File: src/rtl/temp_poll_ctrl_pkg.sv
// temp_poll_ctrl shared definitions: FSM states, sensor word layout,
// the I2C slave address and the word-to-temperature helper.
package temp_poll_ctrl_pkg;

  localparam int TMP_LSB_SHIFT = 4;
  localparam int TMP_WIDTH     = 12;

  localparam logic [6:0] I2C_SLAVE_ADDR = 7'h48;

  typedef logic signed [TMP_WIDTH-1:0] temp_t;

  typedef enum logic [2:0] {
    ST_IDLE,
    ST_WAIT_TICK,
    ST_ISSUE,
    ST_WAIT_BUSY,
    ST_WAIT_DATA,
    ST_PROCESS
  } state_e;

  // Sensor returns a left-justified 12-bit two's complement value.
  function automatic temp_t word_to_temp(
    input logic [15:0] w
  );
    return temp_t'(w >> TMP_LSB_SHIFT);
  endfunction

endpackage

File: src/rtl/temp_poll_ctrl_if.sv
// Handshake between temp_poll_ctrl (master) and the I2C engine (slave).
// start: 1-cycle request; busy/valid/data: engine status and result word.
interface temp_poll_ctrl_if;

  logic        start;
  logic        busy;
  logic        valid;
  logic [15:0] data;

  modport master (
    output start,
    input  busy,
    input  valid,
    input  data
  );

  modport slave (
    input  start,
    output busy,
    output valid,
    output data
  );

endinterface

File: src/rtl/temp_poll_ctrl_poll_tick_gen.sv
// Poll period divider: counts 0..POLL_DIV-1, tick on terminal count.
// Ports: clk, reset (async high), clr (hold at 0), tick (1-cycle out).
module poll_tick_gen #(
  parameter int POLL_DIV = 100
) (
  input  logic clk,
  input  logic reset,
  input  logic clr,
  output logic tick
);

  localparam int CW = $clog2(POLL_DIV);

  logic [CW-1:0] cnt_q;
  logic [CW-1:0] cnt_d;

  always_comb begin
    tick  = !clr && (cnt_q == CW'(POLL_DIV - 1));
    cnt_d = cnt_q + 1'b1;
    if (clr || tick) begin
      cnt_d = '0;
    end
  end

  always_ff @(posedge clk or posedge reset) begin
    if (reset) begin
      cnt_q <= '0;
    end else begin
      cnt_q <= cnt_d;
    end
  end

endmodule

File: src/rtl/temp_poll_ctrl.sv
// Temperature poller: starts I2C reads on a fixed grid, captures the
// word, keeps raw/IIR-avg/min/max, sample count and a sticky timeout.
// Ports: clk, reset (async high), enable, err_clr, i2c (master modport),
// temp_raw/avg/min/max, sample_valid, sample_cnt, timeout_err.
module temp_poll_ctrl
  import temp_poll_ctrl_pkg::*;
#(
  parameter int POLL_DIV    = 100_000_000,
  parameter int TIMEOUT_CYC = 1_000_000,
  parameter int AVG_SHIFT   = 2
) (
  input  logic             clk,
  input  logic             reset,
  input  logic             enable,
  input  logic             err_clr,
  temp_poll_ctrl_if.master i2c,
  output temp_t            temp_raw,
  output temp_t            temp_avg,
  output temp_t            temp_min,
  output temp_t            temp_max,
  output logic             sample_valid,
  output logic [15:0]      sample_cnt,
  output logic             timeout_err
);

  localparam int AW = TMP_WIDTH + AVG_SHIFT + 1;
  localparam int TW = $clog2(TIMEOUT_CYC + 1);

  state_e state_q, state_d, end_st;

  logic tick, tick_clr;
  logic in_xfer, timeout, to_exp;
  logic pend_q, pend_d;

  logic [TW-1:0] to_cnt_q, to_cnt_d;

  temp_t raw_q, raw_d;
  temp_t traw_q, traw_d;
  temp_t avg_q, avg_d;
  temp_t min_q, min_d;
  temp_t max_q, max_d;

  logic signed [AW-1:0] acc_q, acc_d, raw_ext;

  logic        first_q, first_d;
  logic        sv_q, sv_d;
  logic [15:0] cnt_q, cnt_d;
  logic        err_q, err_d;

  assign tick_clr = (state_q == ST_IDLE);

  poll_tick_gen #(
    .POLL_DIV(POLL_DIV)
  ) u_tick (
    .clk  (clk),
    .reset(reset),
    .clr  (tick_clr),
    .tick (tick)
  );

  assign in_xfer = (state_q == ST_ISSUE)
                || (state_q == ST_WAIT_BUSY)
                || (state_q == ST_WAIT_DATA)
                || (state_q == ST_PROCESS);

  assign to_exp = (to_cnt_q >= TW'(TIMEOUT_CYC - 1));

  always_ff @(posedge clk or posedge reset) begin
    if (reset) begin
      state_q <= ST_IDLE;
    end else begin
      state_q <= state_d;
    end
  end

  // Where a finished (or timed-out) transaction goes next; a tick
  // that elapsed while the master was busy fires ISSUE right away.
  always_comb begin
    end_st = ST_WAIT_TICK;
    if (!enable) begin
      end_st = ST_IDLE;
    end else if (pend_q || tick) begin
      end_st = ST_ISSUE;
    end
  end

  always_comb begin
    state_d = state_q;
    timeout = 1'b0;
    unique case (state_q)
      ST_IDLE: begin
        if (enable) state_d = ST_ISSUE;
      end
      ST_WAIT_TICK: begin
        if (!enable)   state_d = ST_IDLE;
        else if (tick) state_d = ST_ISSUE;
      end
      ST_ISSUE: begin
        state_d = ST_WAIT_BUSY;
      end
      ST_WAIT_BUSY: begin
        if (i2c.busy)    state_d = ST_WAIT_DATA;
        else if (to_exp) timeout = 1'b1;
      end
      ST_WAIT_DATA: begin
        if (i2c.valid)   state_d = ST_PROCESS;
        else if (to_exp) timeout = 1'b1;
      end
      ST_PROCESS: begin
        state_d = end_st;
      end
      default: begin
        state_d = ST_IDLE;
      end
    endcase
    if (timeout) state_d = end_st;
  end

  always_comb begin
    i2c.start = (state_q == ST_ISSUE);
  end

  always_comb begin
    to_cnt_d = to_cnt_q;
    pend_d   = pend_q;
    raw_d    = raw_q;
    traw_d   = traw_q;
    avg_d    = avg_q;
    min_d    = min_q;
    max_d    = max_q;
    acc_d    = acc_q;
    first_d  = first_q;
    cnt_d    = cnt_q;
    sv_d     = (state_q == ST_PROCESS);
    raw_ext  = {{(AW-TMP_WIDTH){raw_q[TMP_WIDTH-1]}}, raw_q};

    unique case (1'b1)
      (state_q == ST_ISSUE): to_cnt_d = '0;
      (state_q == ST_WAIT_BUSY),
      (state_q == ST_WAIT_DATA): begin
        if (!to_exp) to_cnt_d = to_cnt_q + 1'b1;
      end
      default: ;
    endcase

    if (in_xfer && tick) pend_d = 1'b1;
    if (!in_xfer || timeout || state_q == ST_PROCESS) begin
      pend_d = 1'b0;
    end

    if (state_q == ST_WAIT_DATA && i2c.valid) begin
      raw_d = word_to_temp(i2c.data);
    end

    if (state_q == ST_PROCESS) begin
      traw_d  = raw_q;
      first_d = 1'b0;
      if (first_q) begin
        acc_d = raw_ext <<< AVG_SHIFT;
        min_d = raw_q;
        max_d = raw_q;
      end else begin
        acc_d = acc_q + raw_ext - (acc_q >>> AVG_SHIFT);
        min_d = (raw_q < min_q) ? raw_q : min_q;
        max_d = (raw_q > max_q) ? raw_q : max_q;
      end
      avg_d = temp_t'(acc_d >>> AVG_SHIFT);
      if (cnt_q != 16'hFFFF) cnt_d = cnt_q + 16'd1;
    end

    // A timeout in the same cycle as err_clr keeps the flag set.
    err_d = err_q;
    if (err_clr) err_d = 1'b0;
    if (timeout) err_d = 1'b1;
  end

  always_ff @(posedge clk or posedge reset) begin
    if (reset) begin
      to_cnt_q <= '0;
      pend_q   <= 1'b0;
      raw_q    <= '0;
      traw_q   <= '0;
      avg_q    <= '0;
      min_q    <= '0;
      max_q    <= '0;
      acc_q    <= '0;
      first_q  <= 1'b1;
      cnt_q    <= '0;
      sv_q     <= 1'b0;
      err_q    <= 1'b0;
    end else begin
      to_cnt_q <= to_cnt_d;
      pend_q   <= pend_d;
      raw_q    <= raw_d;
      traw_q   <= traw_d;
      avg_q    <= avg_d;
      min_q    <= min_d;
      max_q    <= max_d;
      acc_q    <= acc_d;
      first_q  <= first_d;
      cnt_q    <= cnt_d;
      sv_q     <= sv_d;
      err_q    <= err_d;
    end
  end

  assign temp_raw     = traw_q;
  assign temp_avg     = avg_q;
  assign temp_min     = min_q;
  assign temp_max     = max_q;
  assign sample_valid = sv_q;
  assign sample_cnt   = cnt_q;
  assign timeout_err  = err_q;

endmodule

File: src/flat_wrapper.sv
// flat-port wrapper written by rule: the top's interface ports become plain ports
module temp_poll_ctrl_flat import temp_poll_ctrl_pkg::*;
#(
  parameter int POLL_DIV    = 100_000_000,
  parameter int TIMEOUT_CYC = 1_000_000,
  parameter int AVG_SHIFT   = 2
)
  (clk, reset, enable, err_clr, temp_raw, temp_avg, temp_min, temp_max, sample_valid, sample_cnt, timeout_err, i2c_start, i2c_busy, i2c_valid, i2c_data);
  temp_poll_ctrl_if i2c_i ();
  input  logic clk;
  input  logic reset;
  input  logic enable;
  input  logic err_clr;
  output temp_t temp_raw;
  output temp_t temp_avg;
  output temp_t temp_min;
  output temp_t temp_max;
  output logic sample_valid;
  output logic [15:0] sample_cnt;
  output logic timeout_err;
  output wire logic [$bits(i2c_i.start)-1:0] i2c_start;
  input wire logic [$bits(i2c_i.busy)-1:0] i2c_busy;
  input wire logic [$bits(i2c_i.valid)-1:0] i2c_valid;
  input wire logic [$bits(i2c_i.data)-1:0] i2c_data;
  assign i2c_start = i2c_i.start;
  assign i2c_i.busy = i2c_busy;
  assign i2c_i.valid = i2c_valid;
  assign i2c_i.data = i2c_data;
  temp_poll_ctrl #(.POLL_DIV(POLL_DIV), .TIMEOUT_CYC(TIMEOUT_CYC), .AVG_SHIFT(AVG_SHIFT)) u_core (.clk(clk), .reset(reset), .enable(enable), .err_clr(err_clr), .i2c(i2c_i), .temp_raw(temp_raw), .temp_avg(temp_avg), .temp_min(temp_min), .temp_max(temp_max), .sample_valid(sample_valid), .sample_cnt(sample_cnt), .timeout_err(timeout_err));
endmodule
File: config.mk
export PLATFORM = sky130hd
export DESIGN_NAME = temp_poll_ctrl_flat
export DESIGN_NICKNAME = d
export VERILOG_FILES = /design/src/rtl/temp_poll_ctrl_pkg.sv /design/src/rtl/temp_poll_ctrl_if.sv /design/src/rtl/temp_poll_ctrl_poll_tick_gen.sv /design/src/rtl/temp_poll_ctrl.sv /design/src/flat_wrapper.sv
export SDC_FILE = /design/constraint.sdc
export NUM_CORES = 1
export LEC_CHECK = 0
export BUFFER_PORTS_ARGS = -buffer_cell sky130_fd_sc_hd__buf_4
export CAP_MARGIN = 20
export CORE_ASPECT_RATIO = 0.5
export CORE_MARGIN = 5
export CORE_UTILIZATION = 50
export CTS_CLUSTER_SIZE = 16
export DETAILED_ROUTE_END_ITERATION = 7
export PLACE_DENSITY = 0.77
export SLEW_MARGIN = 20
export SYNTH_ARGS = -nofsm -noshare
export SYNTH_HDL_FRONTEND = slang
export SYNTH_SLANG_ARGS = --single-unit
File: constraint.sdc
create_clock -name clk -period 4.5 [get_ports clk]
set_input_delay 0.675 -clock clk [delete_from_list [all_inputs] [get_ports clk]]
set_output_delay 0.675 -clock clk [all_outputs]
set_load 0.05 [all_outputs]
**After elaboration in Yosys (flattened, before gate mapping)**

Index checks and enable logic that the tools add are counted.

- Reductions and logical operators: 24
- $mul: 0
- Magnitude comparators: 3
- Bitwise logic cells: 0
- Div/mod/pow operators: 0
- Shift-type cells: 0
- Multiplexer cells: 25
- Equal/unequal tests: 12
- $add $sub $neg: 5

Operators with widths:

| kind | count |
|---|---|
| 12-bit 2-to-1 mux | 4 |
| 20-bit case mux with 2 select lines | 1 |
| 27-bit by 1-bit adder with 27-bit output, second input constant | 1 |
| 27-bit == test, second input constant | 1 |
| 27-bit 2-to-1 mux | 1 |
| 3-bit 2-to-1 mux | 7 |
| 20-bit by 1-bit adder with 20-bit output, second input constant | 1 |
| 20-bit >= comparator, second input constant | 1 |
| 20-bit 2-to-1 mux | 1 |
| 3-bit case mux with 6 select lines | 1 |
| 16-bit by 1-bit adder with 16-bit output, second input constant | 1 |
| 16-bit inequality test, second input constant | 1 |
| 15-bit by 12-bit adder with 15-bit output | 1 |
| 15-bit 2-to-1 mux | 1 |
| 15-bit by 13-bit subtractor with 15-bit output | 1 |
| 12-bit greater-than comparator | 1 |
| 12-bit < comparator | 1 |
| 2-bit nonzero test | 5 |
| 3-bit by 2-bit inequality test with 1-bit output, second input constant | 3 |
| 2-bit AND reduction | 4 |
| 1-bit logical OR | 7 |
| 1-bit 2-to-1 mux | 7 |
| 3-bit by 2-bit == test with 1-bit output, second input constant | 2 |
| 3-bit == test, second input constant | 2 |
| other kinds (10) | 13 |

- RAM bits: 0
- Latch bits: 0
- Register bits after elaboration: 145
- Memories kept: 0
- Bits in read-only memories: 0
- Word-level logic and storage cells: 83
- Output and inout bits: 67

**Longest topological paths before layout**

- Depth after elaboration: 8
- Depth in mapped cells: 12

**Cells and area by module**

A second synthesis with hierarchy kept.

- Cells, all modules: 859
- Area total of the unflattened synthesis: 8002.7 µm²

By module, submodules not included:

| module | times used | cells each | area each (µm²) | seq. area each (µm²) |
|---|---|---|---|---|
| temp_poll_ctrl | 1 | 715 | 6587.6 | 2653.8 |
| poll_tick_gen | 1 | 144 | 1415.1 | 675.6 |

**Least setup slack after synthesis**

Ideal clock, no wire load.

- Path kind: reg-to-reg
- Start: reg u_core.raw_q[1]
- End: reg u_core.acc_q[12]
- Clock period less this slack: 2828 ps
- Slack: 1672 ps
- Required time: 4365 ps
- Buffers on the path: 0
- Arrival time: 2693 ps
- Stages on the path, launching flop included: 12
- Cells stage by stage: dfrtp_1 -> inv_1 -> fa_1 -> inv_1 -> fa_1 -> a211oi_1 -> nor2_1 -> a221oi_1 -> o21ai_0 -> xnor2_1 -> mux2i_1 -> o21ai_0

- Cells in the longest elaborated chain, start to end: 3

RTL lines:

| what | RTL line | source |
|---|---|---|
| start: declaration | temp_poll_ctrl.sv:37 | `temp_t raw_q, raw_d;` |
| start signal: assignment | temp_poll_ctrl.sv:194 | `raw_q <= raw_d;` |
| 15-bit by 12-bit adder with 15-bit output | temp_poll_ctrl.sv:163 | `acc_d = acc_q + raw_ext - (acc_q >>> AVG_SHIFT);` |
| 15-bit by 13-bit subtractor with 15-bit output | temp_poll_ctrl.sv:163 |  |
| 15-bit 2-to-1 mux | temp_poll_ctrl.sv:158 | `if (first_q) begin` |
| end signal: assignment | temp_poll_ctrl.sv:186 | `acc_q <= '0;` |
| end signal: assignment | temp_poll_ctrl.sv:199 | `acc_q <= acc_d;` |
| end: declaration | temp_poll_ctrl.sv:43 | `logic signed [AW-1:0] acc_q, acc_d, raw_ext;` |

Every way passes these cells.
A chain may end at the register's enable or synchronous reset.

**Final worst setup path**

Ends and elaborated chain as after synthesis.

==> results by group <==
Synthesis
  – Synthesized cell area: 7620 sq um
  – Synth warn: 0
  – Top_reg_cell synth: sky130_fd_sc_hd__dfrtp_1
  – Per-instance average area after synthesis: 9.29 sq um
  – Number of synthesized register bits: 133
  – Post-synth cell types: 57
  – Top-area cell type share of the netlist area: 43.4%
  – Post-synthesis async set-or-reset flop share: 100%
  – Dominant cells by area after synthesis: sky130_fd_sc_hd__dfrtp_1, sky130_fd_sc_hd__ha_1, sky130_fd_sc_hd__inv_1
  – Number of enable-type register cells in the synthesized netlist: 0
  – Post-Syn Instances: 820
  – Share of synthesized area occupied by flip-flops and latches: 43.7%
  – Area leader, netlist: sky130_fd_sc_hd__dfrtp_1
  – Net count of the mapped netlist: 897

Route
  – Routed wirelength normalized by instance count: 15.4 um
  – Via density: 5.39
  – Number of nets with antenna violations after routing: 0
  – Total length of routed wires: 17000 um
  – Metal1 wirelength: 7700 um
  – Top routing layer used: met4
  – Total met2 wirelength after detailed routing: 8660 um
  – Iteration count of the initial detailed-routing pass: 5
  – Count of vias placed by the detailed router: 5950
  – Number of DRC markers in iteration 0: 396
  – Drc violations: 0
  – Routed length on met3: 508 um

Layout
  – Final nets: 969
  – Final-layout fill cell count: 1192
  – Synthesis-to-layout area growth: 17.1%
  – # diodes: 0
  – Most used cells in the layout excluding fill and tap cells: sky130_fd_sc_hd__dfrtp_1, sky130_fd_sc_hd__inv_1, sky130_fd_sc_hd__buf_4
  – Layout cells sized above 1: 14.3%
  – Leading cell type in the layout, fill and taps excluded: sky130_fd_sc_hd__dfrtp_1

Pwr
  – Post-layout power: 7.67 mW
  – Worst vdd ir: 0.370 mV
  – Static leakage: 4.32 nW
  – Total power density per cell area: 859 nW/um^2

Global route
  – All-Layer GR Usage: 19.6%
  – GRT Residual Overflow: 0
  – Number of global-route vias before repair: 5959
  – Largest net degree at the start of global routing: 70
  – First-pass GRT wire length: 28900 um
  – Initial antenna violation count: 0

Floorplan
  – Die outline width: 185 um
  – Y dimension of the die: 97.3 um
  – Starting density of the core: 51.8%
  – Number of placed I/O pins: 89
  – Site Rows: 31
  – Die area: 18000 sq um
  – Core ar.: 14700 sq um

Clock tree
  – Clock transition at the registers of the reported paths: 60 ps
  – # resized after CTS: 0
  – Number of buffers added by the clock tree synthesis step: 17
  – Cell at the root of the clock tree: sky130_fd_sc_hd__clkbuf_16
  – Clock net sink count: 133
  – # Post-CTS Setup Buffers: 0
  – Maximum count of clock buffers along a single path: 2
  – Clock latency at the later pin of the worst-skew pair: 420 ps
  – Hold buffers post-CTS: 0
  – Depth of the CTS H-tree: 4
  – TritonCTS clock tree: yes

STA
  – Rel. slew slack: 36.1%
  – Final critical delay including setup and external delays: 3330 ps
  – Worst Clk Skew: 13.4 ps
  – Fmax: 300 MHz
  – Hold Vio Cnt, Final: 0
  – Final setup violation count: 0
  – Fin. max-slew vios: 0
  – Final sum of negative setup slack: 0 ps
  – Transition time at the pin with the least slew margin: 958 ps
  – Final worst-path cycle share: 74.1%
  – Setup repair after global routing missed its margin: no

Worst setup path
  – Req. time, crit path: 4840 ps
  – Critical Path Source Type: register
  – CP Data Arrival Time: 3670 ps
  – Nature of the critical path endpoint: register
  – Peak fanout along the critical path: 5
  – Category of the most critical setup path: register to register

Run
  – Max-capacitance violation count: 0

Placement
  – Final weighted congestion in routability-driven placement: 0.889
  – Detailed Place HPWL: 12200 um
  – Port Buf Inserts: 84

Run status
  – Outcome: complete, no violations

Worst hold path
  – Hold Crit Class: input pin to async pin
==> power breakdown <==
part	internal [mW]	switching (mW)
logic	1.62	2.84
registers	1.52	0.333
clock network	0.841	0.510
==> final cells by class <==
cell class                 count  area (sq um)  area share [%]
timing repair buffer          88           661            7.41
sequential                   133          3330            37.3
multi-input combinational    557          3750            42.1
clock inverter                 9           103            1.15
inverter                      95           359            4.03
tap                          198           248            2.78
clock buffer                  23           468            5.25
==> layer usage <==
metal  GRT usage [%]  vias up
li1                -     2917
met1            25.8     2917
met2            33.5      100
met3            3.40       16
met4            5.51        0
met5               0        -
==> registers in the layout, summed over array words and instances (netlist names) <==
| name | cells |
|---|---|
| u_core.u_tick.cnt_q | 27 |
| u_core.to_cnt_q | 20 |
| u_core.sample_cnt | 16 |
| u_core.acc_q | 15 |
| u_core.raw_q | 12 |
| u_core.temp_max | 12 |
| u_core.temp_min | 12 |
| u_core.temp_raw | 12 |
| u_core.state_q | 3 |
| u_core.first_q | 1 |
| u_core.pend_q | 1 |
| u_core.sample_valid | 1 |
| u_core.timeout_err | 1 |
==> cells in the mapped netlist (all sizes together) (3+ instances only) <==
library cell  instances
clkbuf               17
dfrtp               132
xor2                 27
nand2                77
or3                   9
a21o                  6
inv                  94
a211oi                8
o22ai                 3
mux2i                27
and4                  5
nor3b                 5
fa                   14
buf                  18
nor4                  5
nand3                36
nor4b                 3
o21ai                61
mux2                  4
and2                  3
o21a                  4
a311oi                3
a22oi                 3
o21bai                3
nor3                 10
nand4                16
nor2b                 3
ha                   41
xnor2                27
nor2                 77
a21oi                35
and3                 13
a31oi                 4
nand2b                6
==> metrics by stage <==
stage               worst slack, ps  cell area [sq um]  instances  utilization (%)  hold WS (ps)
detailed placement             1310               8350       1071             56.8           475
finish                         1170               8920       1103             60.7           433
CTS                            1210               8920       1103             60.7           445
global placement               1340               8350       1071             56.8           465
floorplan                       272               7620        820                -           456
global route                    917               8920       1103             60.7           456
==> worst max-delay path, cell delays in order (launching register included) <==
cell,delay [ps]
sky130_fd_sc_hd__dfrtp_1,410
sky130_fd_sc_hd__inv_1,150
sky130_fd_sc_hd__fa_1,500
sky130_fd_sc_hd__inv_1,60
sky130_fd_sc_hd__fa_1,480
sky130_fd_sc_hd__a211oi_1,380
sky130_fd_sc_hd__nor2_1,140
sky130_fd_sc_hd__a221oi_1,460
sky130_fd_sc_hd__o21ai_0,200
sky130_fd_sc_hd__xnor2_1,210
sky130_fd_sc_hd__mux2i_1,100
sky130_fd_sc_hd__o21ai_0,170
==> logic make-up after synthesis <==
group           synth area share [%]
buf+inv                         7.08
fa+ha+maj                       10.4
mux                             4.14
xor+xnor                        6.21
compound gates                  11.2
simple gates                    17.2
flops                           43.7
==> worst paths after layout <==
| path | start | endpoint | slack [ps] | depth (start not counted) |
|---|---|---|---|---|
| worst max-delay path | u_core.raw_q[1]$_DFFE_PP0P_ | u_core.acc_q[12]$_DFFE_PP0P_ | 1170 | 11 |
| worst min-delay path | reset | u_core.sample_cnt[6]$_DFFE_PP0P_ | 430 | 2 |
| worst max register to register | u_core.raw_q[1]$_DFFE_PP0P_ | u_core.acc_q[12]$_DFFE_PP0P_ | 1170 | 11 |
| worst min register to register | u_core.temp_raw[7]$_DFFE_PP0P_ | u_core.temp_raw[7]$_DFFE_PP0P_ | 480 | 2 |
| max in group asynchronous | reset | u_core.first_q$_DFFE_PP1P_ | 3040 | 3 |
| min in group clk | err_clr | u_core.timeout_err$_DFFE_PP0P_ | 460 | 2 |
No activity file was read; power rests on OpenSTA's default activity.
